[src/rtl/seg_scan_ctrl.sv]
// Time-multiplexed scan controller for common-anode seven-segment digits.
// One nibble at a time goes to a shared hex decoder. The matching anode and
// decimal point are driven active-low. A blanking gap opens every digit slot.
// New values are double-buffered and only swap in at frame boundaries.
module seg_scan_ctrl #(
    parameter int NUM_DIGITS = 4,
    parameter int TICK_DIV   = 50000,
    parameter int BLANK_CYC  = 16
) (
    input  logic                    clk,
    input  logic                    rst,
    input  logic                    enable,
    input  logic                    lz_en,
    input  logic [4*NUM_DIGITS-1:0] load_value,
    input  logic [NUM_DIGITS-1:0]   load_dp,
    input  logic                    load_valid,
    output logic                    load_ready,
    output logic [3:0]              nibble,
    output logic [NUM_DIGITS-1:0]   an,
    output logic                    dp_n,
    output logic                    frame_done
);

    localparam int CNT_W = (TICK_DIV > 1) ? $clog2(TICK_DIV) : 1;
    localparam int IDX_W = (NUM_DIGITS > 1) ? $clog2(NUM_DIGITS) : 1;

    localparam logic [CNT_W-1:0] CNT_LAST   = CNT_W'(TICK_DIV - 1);
    localparam logic [CNT_W-1:0] BLANK_LAST = CNT_W'(BLANK_CYC - 1);
    localparam logic [IDX_W-1:0] IDX_LAST   = IDX_W'(NUM_DIGITS - 1);

    typedef enum logic [1:0] {
        IDLE  = 2'd0,
        BLANK = 2'd1,
        SHOW  = 2'd2
    } state_t;

    // Scan position
    state_t           state_reg, state_next;
    logic [CNT_W-1:0] cnt_reg, cnt_next;
    logic [IDX_W-1:0] idx_reg, idx_next;

    // Displayed and pending buffers
    logic [NUM_DIGITS-1:0][3:0] active_value_reg, active_value_next;
    logic [NUM_DIGITS-1:0]      active_dp_reg, active_dp_next;
    logic [NUM_DIGITS-1:0][3:0] pend_value_reg;
    logic [NUM_DIGITS-1:0]      pend_dp_reg;
    logic                       pend_full_reg, pend_full_next;

    // Registered outputs
    logic [3:0]            nibble_reg, nibble_next;
    logic [NUM_DIGITS-1:0] an_reg, an_next;
    logic                  dp_n_reg, dp_n_next;
    logic                  frame_done_reg, frame_done_next;
    logic                  load_ready_reg, load_ready_next;

    logic                  load_accept;
    logic                  boundary;
    logic [NUM_DIGITS-1:0] nib_zero;
    logic [NUM_DIGITS-1:0] suppress;

    assign load_accept = load_valid && !pend_full_reg;

    // The last cycle of the last digit's slot. The buffer swap happens on
    // the edge that ends this cycle. This is the same cycle in which
    // frame_done is high.
    assign boundary = (state_reg == SHOW) && (idx_reg == IDX_LAST) &&
                      (cnt_reg == CNT_LAST);

    // Scan state machine register
    always_ff @(posedge clk or posedge rst) begin
        if (rst) begin
            state_reg <= IDLE;
            cnt_reg   <= '0;
            idx_reg   <= '0;
        end else begin
            state_reg <= state_next;
            cnt_reg   <= cnt_next;
            idx_reg   <= idx_next;
        end
    end

    // Next-state logic: blank then show within each slot, and advance the digit at slot end
    always_comb begin
        state_next = state_reg;
        cnt_next   = cnt_reg;
        idx_next   = idx_reg;
        if (!enable) begin
            state_next = IDLE;
            cnt_next   = '0;
            idx_next   = '0;
        end else begin
            case (state_reg)
                IDLE: begin
                    state_next = BLANK;
                    cnt_next   = '0;
                    idx_next   = '0;
                end
                BLANK: begin
                    cnt_next = cnt_reg + CNT_W'(1);
                    if (cnt_reg == BLANK_LAST) begin
                        state_next = SHOW;
                    end
                end
                SHOW: begin
                    if (cnt_reg == CNT_LAST) begin
                        state_next = BLANK;
                        cnt_next   = '0;
                        idx_next   = (idx_reg == IDX_LAST) ? '0 : idx_reg + IDX_W'(1);
                    end else begin
                        cnt_next = cnt_reg + CNT_W'(1);
                    end
                end
                default: begin
                    state_next = IDLE;
                    cnt_next   = '0;
                    idx_next   = '0;
                end
            endcase
        end
    end

    // Buffer bookkeeping: promote pending to active at a boundary, otherwise accept a load.
    // While the pending buffer is full, load_ready is low, so these two cases never collide.
    always_comb begin
        active_value_next = active_value_reg;
        active_dp_next    = active_dp_reg;
        pend_full_next    = pend_full_reg;
        if (boundary && pend_full_reg) begin
            active_value_next = pend_value_reg;
            active_dp_next    = pend_dp_reg;
            pend_full_next    = 1'b0;
        end else if (load_accept) begin
            pend_full_next = 1'b1;
        end
    end

    // Active buffer and pending flag
    always_ff @(posedge clk or posedge rst) begin
        if (rst) begin
            active_value_reg <= '0;
            active_dp_reg    <= '0;
            pend_full_reg    <= 1'b0;
        end else begin
            active_value_reg <= active_value_next;
            active_dp_reg    <= active_dp_next;
            pend_full_reg    <= pend_full_next;
        end
    end

    // Pending buffer captures a value whenever a load is accepted
    always_ff @(posedge clk or posedge rst) begin
        if (rst) begin
            pend_value_reg <= '0;
            pend_dp_reg    <= '0;
        end else if (load_accept) begin
            pend_value_reg <= load_value;
            pend_dp_reg    <= load_dp;
        end
    end

    // Per-digit zero flags for the value that will be displayed after this edge
    for (genvar gi = 0; gi < NUM_DIGITS; gi++) begin : g_zero
        assign nib_zero[gi] = (active_value_next[gi] == 4'h0);
    end

    // A digit is blanked as a leading zero when it and every digit above it
    // are zero and its own decimal point is off. Digit 0 always shows.
    assign suppress[0] = 1'b0;
    for (genvar gi = 1; gi < NUM_DIGITS; gi++) begin : g_supp
        assign suppress[gi] = lz_en && (&nib_zero[NUM_DIGITS-1:gi]) &&
                              !active_dp_next[gi];
    end

    // Output decode from the next scan position, so the registered outputs match the state after each edge
    always_comb begin
        nibble_next     = nibble_reg;
        an_next         = '1;
        dp_n_next       = 1'b1;
        frame_done_next = 1'b0;
        load_ready_next = !pend_full_next;
        if (state_next != IDLE) begin
            nibble_next = active_value_next[idx_next];
        end
        if ((state_next == SHOW) && !suppress[idx_next]) begin
            an_next   = ~(NUM_DIGITS'(1) << idx_next);
            dp_n_next = !active_dp_next[idx_next];
        end
        frame_done_next = (state_next == SHOW) && (idx_next == IDX_LAST) &&
                          (cnt_next == CNT_LAST);
    end

    // Output registers
    always_ff @(posedge clk or posedge rst) begin
        if (rst) begin
            nibble_reg     <= 4'h0;
            an_reg         <= '1;
            dp_n_reg       <= 1'b1;
            frame_done_reg <= 1'b0;
            load_ready_reg <= 1'b1;
        end else begin
            nibble_reg     <= nibble_next;
            an_reg         <= an_next;
            dp_n_reg       <= dp_n_next;
            frame_done_reg <= frame_done_next;
            load_ready_reg <= load_ready_next;
        end
    end

    assign nibble     = nibble_reg;
    assign an         = an_reg;
    assign dp_n       = dp_n_reg;
    assign frame_done = frame_done_reg;
    assign load_ready = load_ready_reg;

endmodule

[config.mk]
export PLATFORM = sky130hd
export DESIGN_NAME = seg_scan_ctrl
export DESIGN_NICKNAME = d
export VERILOG_FILES = /design/src/rtl/seg_scan_ctrl.sv
export SDC_FILE = /design/constraint.sdc
export NUM_CORES = 1
export LEC_CHECK = 0
export BUFFER_PORTS_ARGS = -buffer_cell sky130_fd_sc_hd__buf_2
export CAP_MARGIN = 25
export CORE_MARGIN = 5
export CORE_UTILIZATION = 50
export DETAILED_ROUTE_END_ITERATION = 7
export GPL_TIMING_DRIVEN = 0
export PLACE_DENSITY = 0.73
export SYNTH_ARGS = -nofsm -noshare
export SYNTH_HDL_FRONTEND = slang
export SYNTH_SLANG_ARGS = --single-unit
[constraint.sdc]
create_clock -name clk -period 4.5 [get_ports clk]
set_input_delay 0.9 -clock clk [delete_from_list [all_inputs] [get_ports clk]]
set_output_delay 0.9 -clock clk [all_outputs]
set_load 0.01 [all_outputs]
==> results of run 1 <==
==> per-stage QoR <==
step,instances,instance area [µm²],worst slack (ns),utilization,hold slack (ns)
2_1_floorplan,322,3750,1.79,-,0.440
3_3_place_gp,456,4050,0.992,0.555,0.466
3_5_place_dp,456,4050,1.99,0.556,0.474
4_1_cts,472,4260,1.96,0.584,0.489
5_1_grt,472,4260,1.76,0.584,0.508
6_report,472,4260,1.97,0.584,0.480
==> worst max path at each step <==
stage	slack, ns	start	endpoint	cells past startpoint
2_1_floorplan	1.79	rst	active_dp_reg[0]	1
3_3_place_gp	0.99	rst	idx_reg[0]	2
3_5_place_dp	1.99	state_reg[0]	nibble[2]	11
4_1_cts	1.96	state_reg[0]	nibble[2]	11
5_1_grt	1.76	state_reg[1]	frame_done	9
6_report	1.97	state_reg[1]	frame_done	9
==> power by group <==
part           switching (mW)  internal (mW)  total (mW)  leakage (nW)
combinational          0.0554         0.0502       0.106         0.821
sequential             0.0266          0.682       0.708         0.932
clock                   0.256          0.273       0.528        0.0989
==> routing by layer <==
metal	track usage	share of wire
met5	0	0
met4	0.0540	0.018
met3	0.0410	0.041
met2	0.253	0.45
met1	0.246	0.49
==> cell type report <==
type / instances / area [µm²] / area share
clock buffers: 10 / 138 / 0.0323
multi-input cells: 217 / 1750 / 0.412
plain buffers: 18 / 133 / 0.0311
flip-flops and latches: 72 / 1810 / 0.425
clock inverters: 6 / 67.6 / 0.0159
repair buffers: 35 / 175 / 0.0411
well taps: 99 / 124 / 0.0291
inverters: 15 / 58.8 / 0.0138
==> cell families after synthesis <==
logic type,Yosys count,share of synthesized area
xor+xnor,15,0.0350
fa+ha+maj,6,0.0200
compound gates,36,0.0894
simple gates,117,0.191
mux,43,0.132
buf+inv,33,0.0504
flops,72,0.482
==> cell usage in the layout, fill, tap and decap left out, types with 2 or more instances in the layout <==
cell | synthesis | final
o21ai_0 | 5 | 5
clkinvlp_4 | 0 | 2
and4_1 | 5 | 5
and3_2 | 2 | 2
dfrtp_1 | 66 | 66
mux2i_1 | 7 | 7
dfstp_2 | 6 | 6
ha_1 | 6 | 6
nand4_1 | 6 | 6
nor4_1 | 5 | 5
and3_1 | 3 | 3
nand3b_1 | 2 | 2
buf_4 | 3 | 3
a31oi_1 | 2 | 2
xnor2_1 | 6 | 6
nor3_2 | 2 | 2
nand2_1 | 14 | 14
nand3_1 | 14 | 14
buf_6 | 3 | 3
mux2_4 | 5 | 5
xor2_1 | 9 | 9
nor2_1 | 30 | 30
o32a_1 | 4 | 4
clkbuf_8 | 0 | 10
o22ai_1 | 2 | 2
nand2b_1 | 5 | 5
o2bb2ai_1 | 9 | 9
or4_1 | 2 | 2
a21oi_1 | 2 | 2
buf_2 | 3 | 38
and3_4 | 3 | 3
and2b_1 | 2 | 2
nor2b_1 | 5 | 5
nor3_1 | 4 | 4
clkbuf_1 | 6 | 6
inv_1 | 15 | 14
nor4b_2 | 2 | 2
mux2_2 | 31 | 31
==> impl_metrics.csv, run 1 <==
group,metric,value,unit
outcome,status,"finished clean",
worst_setup_path,cp-start-kind,"register",
worst_setup_path,r2r_end,"frame_done",
die,io_pins,36,
power_and_ir_drop,power_density,315,nW/µm²
die,start_util,0.514,
detailed_routing,vias,2578,
worst_hold_path,min_to,"cnt_reg[0]",
timing,finalSetupTns,0,ns
worst_setup_path,cpPeakStageDelay,0.40,ns
die,die_w,96.6,µm
worst_setup_path,rrSetupSlack,1.97,ns
finish,final_nets,399,
synthesis,synth_area_leaders,"dfrtp_1 (44%), mux2_2 (9.3%), dfstp_2 (4.2%)",
detailed_routing,drt_pass1_iterations,5,
detailed_routing,drcViolationCount,0,
clock_network,clockBufferDepth,2,
power_and_ir_drop,total_power,1.34,mW
worst_setup_path,crit_top_cell,"inv_1",
worst_setup_path,worstPathRequired,4.76,ns
detailed_routing,viasPerCell,5.46,
timing,slew_headroom,0.427,
synthesis,yosysTopAreaCell,"dfrtp_1",
global_routing,grt_usage,0.170,
worst_setup_path,crit_path_top_delay_cell,"dfrtp_1",
worst_hold_path,hold_start,"cnt_reg[0]",
worst_hold_path,whs_path_depth,1,
clock_network,cts_buffers,9,
synthesis,synth_warnings,0,
clock_network,clock-sinks,72,
clock_network,cts_tree,"yes",
clock_network,cts_root_buf,"clkbuf_8",
place,dp_hpwl,5.52,mm
clock_network,cts_resized,0,
power_and_ir_drop,power.leakage,1.85,nW
global_routing,grt_pass1_vias,2569,
synthesis,synthArstFlopShare,1.00,
worst_setup_path,cp-end-kind,"register",
synthesis,ys_types,62,
synthesis,synth_edf_count,0,
synthesis,netlist_instances,322,
finish,synthToLayoutAreaGrowth,13.5,%
detailed_routing,routed_wl,7.73,mm
global_routing,grt_max_degree,73,
flow_run,drv_cap,0,
worst_setup_path,reg2reg_depth,9,
worst_setup_path,crit_chain,"inv_1 -> ha_1 -> clkbuf_1 -> inv_1 -> nor3_1 -> o311ai_4 -> a211oi_4 -> nand2_1 -> nor3_2",
worst_setup_path,critPathTopFamily,"simple AND/OR/NAND/NOR gates",
place,portBuffers,35,
worst_setup_path,arrival,2.80,ns
detailed_routing,drtIter0Drc,110,
die,chipHeight,96.6,µm
timing,period_minus_slack,2.53,ns
global_routing,antenna_found_initial,0,
finish,layout-drive-gt1-share,0.338,
global_routing,grt_pass1_wl,12.9,mm
synthesis,syn_nets,353,
synthesis,seq_area_frac_synth,0.482,
synthesis,postSynthAreaPerCell,11.6,µm²
timing,rsz0062_at_grt,"false",
timing,drv_slew,0,
synthesis,ys.flop_type,"dfrtp_1",
worst_setup_path,criticalPathCategory,"reg -> reg",
worst_hold_path,min_path_type,"reg -> reg",
synthesis,yosysMostFrequentCell,"dfrtp_1",
timing,tightest_slew,0.859,ns
clock_network,htreeDepth,3,
synthesis,synth_top_area_share,0.440,
clock_network,clk_latency,0.35,ns
worst_setup_path,crit_buf_inv,3,
synthesis,synthTopCellsByCount,"dfrtp_1 (66), mux2_2 (31), nor2_1 (30)",
timing,clock.fmax,395,MHz
synthesis,syn_area,3750,µm²
clock_network,path_clk_slew,0.08,ns
worst_setup_path,reg2reg_from,"state_reg[1]",
worst_setup_path,cp_max_fo,8,
power_and_ir_drop,vdd_drop_max,0.291,mV
die,coreArea,7290,µm²
timing,hold_viol_final,0,
detailed_routing,wire_per_inst,16.4,µm
synthesis,synth_seq_cells,72,
global_routing,grt-ovfl-total,0,
timing,fin_crit_sh,0.562,
timing,finalSetupViolations,0,
die,die_area,9330,µm²
finish,fill_cells,651,
finish,diodes,0,
detailed_routing,final_antenna_net_count,0,
die,rows,31,
clock_network,postCtsHoldBufs,0,
place,gp_congestion,0.792,
timing,finClkSkew,0.00989,ns
clock_network,post-cts-setup-buffer-count,0,
(Power assumes the default switching activity.)
==> inputs of run 2 (changes only) <==
clock period = 2.4 ns   (was 4.5 ns; I/O delays follow)
==> impl_metrics.csv, run 2 (synthesis results as in run 1) <==
group,metric,value,unit
outcome,status,"finished clean",
clock_network,htreeDepth,3,
detailed_routing,drcViolationCount,0,
detailed_routing,wire_per_inst,17.0,µm
timing,tightest_slew,0.878,ns
clock_network,postCtsHoldBufs,0,
finish,final_area,4550,µm²
finish,synthToLayoutAreaGrowth,21.3,%
finish,diodes,0,
detailed_routing,final_antenna_net_count,0,
timing,worst_slack,0.0328,ns
worst_setup_path,reg2reg_depth,8,
power_and_ir_drop,vdd_drop_max,0.545,mV
worst_setup_path,reg2reg_from,"cnt_reg[11]",
die,chipHeight,96.6,µm
worst_setup_path,rrSetupSlack,0.03,ns
flow_run,drv_cap,0,
timing,clock.fmax,422,MHz
finish,final_nets,414,
worst_setup_path,cp-start-kind,"register",
timing,drv_slew,0,
timing,finalSetupViolations,0,
power_and_ir_drop,power_density,556,nW/µm²
worst_setup_path,arrival,2.60,ns
global_routing,grt_max_degree,73,
die,coreArea,7290,µm²
clock_network,path_clk_slew,0.08,ns
timing,slew_headroom,0.415,
detailed_routing,vias,2702,
die,io_pins,36,
finish,layout-drive-gt1-share,0.420,
place,gp_congestion,0.792,
global_routing,grt-ovfl-total,0,
global_routing,grt_usage,0.175,
clock_network,clk_latency,0.35,ns
finish,fin_cells,487,
worst_hold_path,min_path_type,"in -> async",
worst_setup_path,r2r_end,"nibble[2]",
die,die_w,96.6,µm
place,placed_cell_area,4050,µm²
clock_network,cts_root_buf,"clkbuf_8",
detailed_routing,viasPerCell,5.55,
place,dp_hpwl,5.52,mm
clock_network,cts_tree,"yes",
global_routing,grt_pass1_vias,2630,
place,place_ws,-0.115,ns
detailed_routing,drtIter0Drc,107,
place,portBuffers,35,
place,dpl.cell_count,456,
detailed_routing,drt_pass1_iterations,4,
worst_setup_path,cp-end-kind,"register",
global_routing,grt_pass1_wl,13.2,mm
finish,final_cell_mix,"dfrtp_1 (63), buf_2 (38), mux2_2 (31)",
worst_setup_path,cp_max_fo,5,
die,start_util,0.514,
timing,finalSetupTns,0,ns
clock_network,clockBufferDepth,2,
timing,fin_crit_sh,0.986,
finish,final_common_cell,"dfrtp_1",
die,rows,31,
global_routing,antenna_found_initial,0,
power_and_ir_drop,total_power,2.53,mW
clock_network,clock-sinks,72,
die,die_area,9330,µm²
detailed_routing,routed_wl,8.28,mm
worst_setup_path,criticalPathCategory,"reg -> reg",
power_and_ir_drop,power.leakage,1.97,nW
timing,finClkSkew,0.00991,ns
timing,hold_viol_final,0,
worst_setup_path,worstPathRequired,2.63,ns
timing,period_minus_slack,2.37,ns
clock_network,cts_buffers,9,
## run 2: changes by cell type in the layout (fill, tap and decap cells not counted), sizes merged
cell,change
buf,+14
clkbuf,+1
## run 2: worst max path at each step
| stage | from | endpoint | slack, ns | depth (start not counted) |
|---|---|---|---|---|
| after floorplan | rst | active_dp_reg[0] | 0.11 | 1 |
| after global placement | rst | idx_reg[0] | -0.69 | 2 |
| after detailed placement | state_reg[0] | nibble[2] | -0.11 | 11 |
| after CTS | cnt_reg[0] | nibble[3] | 0.01 | 9 |
| after global routing | cnt_reg[4] | nibble[2] | -0.04 | 10 |
| final | cnt_reg[11] | nibble[2] | 0.03 | 8 |
## run 2: per-stage QoR
stage           util  hold slack [ns]
4_1_cts        0.602            0.332
2_1_floorplan      -            0.440
5_1_grt        0.624            0.335
3_5_place_dp   0.556            0.474
6_report       0.624            0.308
3_3_place_gp   0.555            0.466
## run 2: cell type report
class | count | area (µm²)
fill | 610 | 2740
multi-input combinational | 217 | 1860
sequential | 72 | 1810
timing repair buffer | 52 | 363
clock buffer | 10 | 138
buffer | 16 | 124
tap | 99 | 124
clock inverter | 6 | 67.6
inverter | 15 | 58.8
## run 2: report_power, final
group,internal (mW),switching [mW],leakage (nW)
Sequential,1.28,0.0510,0.927
Clock,0.511,0.475,0.0989
Combinational,0.101,0.112,0.946
## run 2: repair_timing
item,CTS,global route
gates cloned,0,2
resized for setup,11,17
pin swaps,1,7
endpoints found under the setup margin,8,9
setup buffers,8,7
## run 2: critical path, cell delays in order (launching register included)
cell and delay [ns]:
dfrtp_2 0.46, nor4_4 0.31, and3_4 0.23, nor2b_4 0.13, buf_6 0.14, buf_12 0.11, mux2_2 0.34, and2b_1 0.18
o32a_1 0.33
## run 2: per-layer routing
metal,part of all wire,up-vias,GRT usage
li1,-,1282,-
met1,0.46,1336,0.248
met2,0.47,76,0.266
met3,0.054,8,0.0424
met4,0.011,0,0.0540
met5,0,-,0
